[config.mk]
export PLATFORM = sky130hd
export DESIGN_NAME = fetch_pair
export DESIGN_NICKNAME = d
export VERILOG_FILES = /design/src/rtl/core1_pkg.sv /design/src/rtl/fetch_skid.sv /design/src/rtl/fetch_pair.sv
export SDC_FILE = /design/constraint.sdc
export NUM_CORES = 1
export LEC_CHECK = 0
export CORE_ASPECT_RATIO = 0.75
export CORE_UTILIZATION = 40
export DETAILED_ROUTE_END_ITERATION = 10
export GPL_TIMING_DRIVEN = 1
export PLACE_DENSITY_LB_ADDON = 0.08
export REMOVE_ABC_BUFFERS = 1
export SYNTH_ARGS = -nofsm -noshare
export SYNTH_HDL_FRONTEND = slang
export SYNTH_HIERARCHICAL = 1
export SYNTH_SLANG_ARGS = --single-unit
[constraint.sdc]
create_clock -name clk -period 3.85 [get_ports clk]
set_input_delay 0.9625 -clock clk [delete_from_list [all_inputs] [get_ports clk]]
set_output_delay 0.9625 -clock clk [all_outputs]
set_load 0.01 [all_outputs]
[src/rtl/core1_pkg.sv]
// core1_pkg: shared widths, reset PC and slot helpers for the core1 front end.
//   XLEN     - PC width
//   INSTR_W  - instruction width
//   TAG_W    - PC tag bits carried per slot (pc[TAG_W+1:2])
//   WIDTH    - slot width, {tag, instr}; must equal the merger's WIDTH
//   RESET_PC - first fetch address (4-byte aligned)
package core1_pkg;

  localparam int unsigned XLEN    = 32;
  localparam int unsigned INSTR_W = 32;
  localparam int unsigned TAG_W   = 8;
  localparam int unsigned WIDTH   = TAG_W + INSTR_W;

  localparam logic [XLEN-1:0] RESET_PC = 32'h0000_0000;

  typedef logic [TAG_W-1:0]   tag_t;
  typedef logic [INSTR_W-1:0] instr_t;
  typedef logic [WIDTH-1:0]   slot_t;

  // Both slots of one fetched 64-bit word, as presented to the merger.
  typedef struct packed {
    logic  v1;
    slot_t d1;
    logic  v2;
    slot_t d2;
  } pair_t;

  function automatic slot_t pack_slot(input tag_t tag, input instr_t instr);
    return {tag, instr};
  endfunction

  function automatic tag_t slot_tag(input slot_t s);
    return s[WIDTH-1:INSTR_W];
  endfunction

  function automatic instr_t slot_instr(input slot_t s);
    return s[INSTR_W-1:0];
  endfunction

endpackage

[src/rtl/fetch_skid.sv]
// fetch_skid: one-entry skid buffer holding a decoded slot pair while the
// downstream is stalled.
//   clk, reset - clock, synchronous active-high reset
//   flush      - drop any held entry (redirect)
//   capture    - load din (stalled cycle with a response landing)
//   pop        - release the held entry (first unstalled cycle)
//   din        - decoded pair to hold
//   full       - an entry is held
//   dout       - held pair
module fetch_skid
  import core1_pkg::*;
(
  input  logic  clk,
  input  logic  reset,
  input  logic  flush,
  input  logic  capture,
  input  logic  pop,
  input  pair_t din,
  output logic  full,
  output pair_t dout
);

  logic  full_q;
  pair_t data_q;

  always_ff @(posedge clk) begin
    if (reset || flush) begin
      full_q <= 1'b0;
      data_q <= '0;
    end else if (capture) begin
      full_q <= 1'b1;
      data_q <= din;
    end else if (pop) begin
      full_q <= 1'b0;
      data_q <= '0;
    end
  end

  assign full = full_q;
  assign dout = data_q;

endmodule

[src/rtl/fetch_pair.sv]
// fetch_pair: instruction fetch stage feeding the two-slot merger. Fetches one
// 64-bit aligned word per unstalled cycle from a synchronous instruction memory
// and presents it as two registered, PC-tagged 32-bit slots.
//   clk, reset      - clock, synchronous active-high reset
//   stall           - downstream cannot accept; outputs hold
//   redirect_valid  - branch/jump redirect request
//   redirect_pc     - redirect target (4-byte aligned)
//   imem_req        - memory read enable (combinational)
//   imem_addr       - 8-byte aligned read address (combinational)
//   imem_rdata      - read data, valid the cycle after imem_req
//   vdout1, dout1   - lower slot (pc bit2 = 0), {pc[TAG_W+1:2], instr}
//   vdout2, dout2   - upper slot (pc bit2 = 1), {pc[TAG_W+1:2], instr}
module fetch_pair
  import core1_pkg::*;
(
  input  logic             clk,
  input  logic             reset,
  input  logic             stall,
  input  logic             redirect_valid,
  input  logic [XLEN-1:0]  redirect_pc,
  output logic             imem_req,
  output logic [XLEN-1:0]  imem_addr,
  input  logic [63:0]      imem_rdata,
  output logic             vdout1,
  output logic [WIDTH-1:0] dout1,
  output logic             vdout2,
  output logic [WIDTH-1:0] dout2
);

  logic [XLEN-1:0] fetch_pc;
  logic [XLEN-1:0] req_pc;
  logic [XLEN-1:0] sel_pc;
  logic            resp_pending;

  pair_t resp;
  pair_t out_q;
  pair_t skid_q;
  logic  skid_full;
  logic  skid_capture;
  logic  skid_pop;

  // ---------------- request side ----------------
  assign sel_pc    = redirect_valid ? redirect_pc : fetch_pc;
  assign imem_req  = !reset && (redirect_valid || !stall);
  assign imem_addr = {sel_pc[XLEN-1:3], 3'b000};

  // req_pc keeps the unaligned PC so a misaligned redirect can suppress slot1.
  always_ff @(posedge clk) begin
    if (reset) begin
      fetch_pc     <= RESET_PC;
      req_pc       <= RESET_PC;
      resp_pending <= 1'b0;
    end else begin
      resp_pending <= imem_req;
      if (imem_req) begin
        req_pc   <= sel_pc;
        fetch_pc <= imem_addr + XLEN'(8);
      end
    end
  end

  // ---------------- response decode ----------------
  logic [TAG_W-2:0] tag_hi;
  assign tag_hi = req_pc[TAG_W+1:3];

  always_comb begin
    resp    = '0;
    resp.v1 = !req_pc[2];
    resp.d1 = resp.v1 ? pack_slot({tag_hi, 1'b0}, imem_rdata[31:0]) : '0;
    resp.v2 = 1'b1;
    resp.d2 = pack_slot({tag_hi, 1'b1}, imem_rdata[63:32]);
  end

  // ---------------- skid ----------------
  assign skid_capture = stall && resp_pending && !redirect_valid;
  assign skid_pop     = !stall && !redirect_valid && skid_full;

  fetch_skid u_skid (
    .clk     (clk),
    .reset   (reset),
    .flush   (redirect_valid),
    .capture (skid_capture),
    .pop     (skid_pop),
    .din     (resp),
    .full    (skid_full),
    .dout    (skid_q)
  );

  // ---------------- output register ----------------
  // Redirect beats stall: the response landing this cycle belongs to the old
  // stream and is dropped along with anything held in the skid.
  always_ff @(posedge clk) begin
    if (reset || redirect_valid) begin
      out_q <= '0;
    end else if (!stall) begin
      if (skid_full) begin
        out_q <= skid_q;
      end else if (resp_pending) begin
        out_q <= resp;
      end else begin
        out_q <= '0;
      end
    end
  end

  assign vdout1 = out_q.v1;
  assign dout1  = out_q.d1;
  assign vdout2 = out_q.v2;
  assign dout2  = out_q.d2;

  // Only the tag bits and bit 2 of the request PC are consumed.
  logic unused_req_bits;
  assign unused_req_bits = ^{req_pc[XLEN-1:TAG_W+2], req_pc[1:0]};

  // No request issues while stalled, so a full skid never meets a second
  // response inside the same stall window.
  skid_no_overflow: assert property (@(posedge clk) disable iff (reset)
    !(skid_full && resp_pending && stall));

endmodule

==> reports/metrics.cfg <==
[layout]
area_delta_synth_final_pct=29.5
fin_util=0.533
fin_nets=1325
antennaDiodeCount=0
fin_cells=1539
drive_gt1_frac=0.0839
final_common_cell=clkdlybuf4s50_1
final_cell_mix=clkdlybuf4s50_1, dfxtp_1, nand2_1, a21oi_1, nor2_1
fillers=2204

[power]
peakVddDrop_mv=0.247
p_leak_uw=0.00435
power_uw=5040
power_density_mw_per_mm2=407

[worst_setup_path]
timing.rr.end=fetch_pc[21]
path_cells=buf_2 -> buf_4 -> mux2i_1 -> inv_1 -> clkdlybuf4s50_1
worst_path_max_delay_cell=clkdlybuf4s50_1
path_buf_inv=4
crit_required_ns=2.89
worst_r2r_path_depth=9
max_stage_delay_ns=0.48
crit_type=in2out
cpLargestDelayFamily=buffers and inverters
r2r_start=fetch_pc[3]
critPathCaptureType=primary output
cp_max_fo=17
startpoint_type=input port
cp_data_arrival_time_ns=2.51
ff2ff_setup_slack_ns=1.47

[hold_path]
whs_path_depth=2
hold_class=reg2reg
min_from=fetch_pc[15]
min_to=fetch_pc[15]

[clock_tree]
cts_resized=0
cts-root-buf=clkbuf_16
htree_levels=1
clock_latency_ns=0.50
clkTransAtPathRegs_ns=0.06
cts_setup_buffers=0
cts_tree=built
cts_hold_buf=0
cts_made_buffers=22
cts_max_path_buffers=3
cts.sinks=203

[place]
place_ws_ns=0.351
dp_cells=1500
place_congestion=0.819
dp_hpwl_um=17500
portBuffers=209

[sta]
max_slew_margin=0.383
rsz0062_at_grt=no
min_period_over_period=0.901
period_minus_slack_ns=3.47
slew_viol_final=0
finalSetupViolCount=0
worstMarginPinSlew_ns=0.925
fin_skew_ns=0.0164
hold_viol_final=0
setup_slack_ns=0.381
timing.fmax_mhz=288
whs_ns=0.462

[synth]
synth_cell_type_count=61
ys_seq_elements=203
syn-instance-count=1086
synth_edf_count=0
synthArstFlopShare=0
yosys_warnings=6
netlist_area_mm2=0.00956
ys_seq_area_frac=0.425
yosys_most_used_dff=dfxtp_1
synth.avg_cell_area_um2=8.81

[drt]
vias_per_cell=5.48
initialDrtViolationCount=617
drtPass1Iterations=5
vias=8430
drt-total-wl_um=27100
ant_nets=0
drcViolationCount=0
wl_per_cell_um=17.6

[run_status]
run_status=finished, final reports clean

[floorplanning]
start_util=0.411
die-area_mm2=0.0245
fp.dieH_um=136
die_w_um=181
std_cell_rows=48
top_level_ports=215
core_area_mm2=0.0232

[grt]
grt_use_total=0.217
grt_pass1_vias=8037
antenna_found_initial=0
grt_max_degree=60
overflow=0
grt_first_pass_wirelength_um=43500

[run]
cap_viol_max_count=0

-- kinds of logic (layout without fill, tap and decap cells) --
family                   after synthesis  in the layout  share of synthesized area
other                                  2              6                   0.000785
flip-flops                           203            203                      0.425
XOR/XNOR                              14             14                     0.0128
buffers and inverters                155            304                     0.0859
AND/OR/NAND/NOR                      415            415                      0.247
multiplexers                          28             28                     0.0313
adder cells (fa/ha/maj)                1              1                    0.00131
AO/OA/AOI/OAI                        268            268                      0.196
-- through the flow --
step	instance area, µm²	TNS (ns)
2_1_floorplan	8840	-8.15
3_3_place_gp	11600	0
3_5_place_dp	11600	0
4_1_cts	12400	0
5_1_grt	12400	0
6_report	12400	0
-- sequential cells by signal (all words and copies together), names as in the netlist, 8 cells and up --
signal       cells
dout1           40
dout2           40
fetch_pc        29
req_pc           8
u_skid/dout     82
-- worst max-delay path by stage --
stage	start	endpoint	slack, ns	depth (start not counted)
after floorplan	redirect_valid	u_skid/dout[0]	-0.1	4
after global placement	redirect_pc[3]	fetch_pc[21]	0.37	10
after detailed placement	redirect_pc[3]	fetch_pc[21]	0.35	10
after CTS	redirect_valid	imem_addr[10]	0.38	5
after global routing	redirect_valid	imem_addr[10]	0.26	5
final	redirect_valid	imem_addr[10]	0.38	5
-- cells in the mapped netlist, drive strengths merged (15+ instances only) --
master / n / area, µm²
a21oi: 100 / 500
a221o: 32 / 320
a222oi: 38 / 380
buf: 68 / 495
clkbuf: 65 / 244
dfxtp: 203 / 4060
inv: 22 / 82.6
mux2: 15 / 169
nand2: 119 / 447
nand3b: 18 / 160
nor2: 88 / 330
nor2b: 42 / 263
o21ai: 53 / 265
or3b: 82 / 718
-- power breakdown --
group | switching [µW] | internal (µW)
Combinational | 303 | 310
Sequential | 47.6 | 2160
Clock | 865 | 1350
Total | 1220 | 3820
-- final cells by class --
class	count	area, µm²	area share
Inverter	22	82.6	0.00667
Clock buffer	31	636	0.0513
Timing Repair Buffer	243	2390	0.193
Tap cell	300	375	0.0303
Clock inverter	8	123	0.00990
Multi-Input combinational cell	732	4710	0.381
Sequential cell	203	4070	0.328
-- worst register-to-register path, cell delays in order (launching register included) --
cell and delay, ns:
dfxtp_1 0.35, mux2i_1 0.09, inv_1 0.12, ha_1 0.24, nand4b_1 0.19, a211oi_2 0.41
nand4_1 0.13, buf_4 0.20, or4b_1 0.47, o211ai_1 0.10
-- layer usage --
layer | vias to the layer above | routed length [µm] | GRT usage
met4 | 0 | 434 | 0.0451
li1 | 4167 | - | -
met1 | 4001 | 13000 | 0.305
met5 | - | 0 | 0
met2 | 231 | 12100 | 0.348
met3 | 31 | 1510 | 0.0380
No activity file was read; power rests on OpenSTA's default activity.
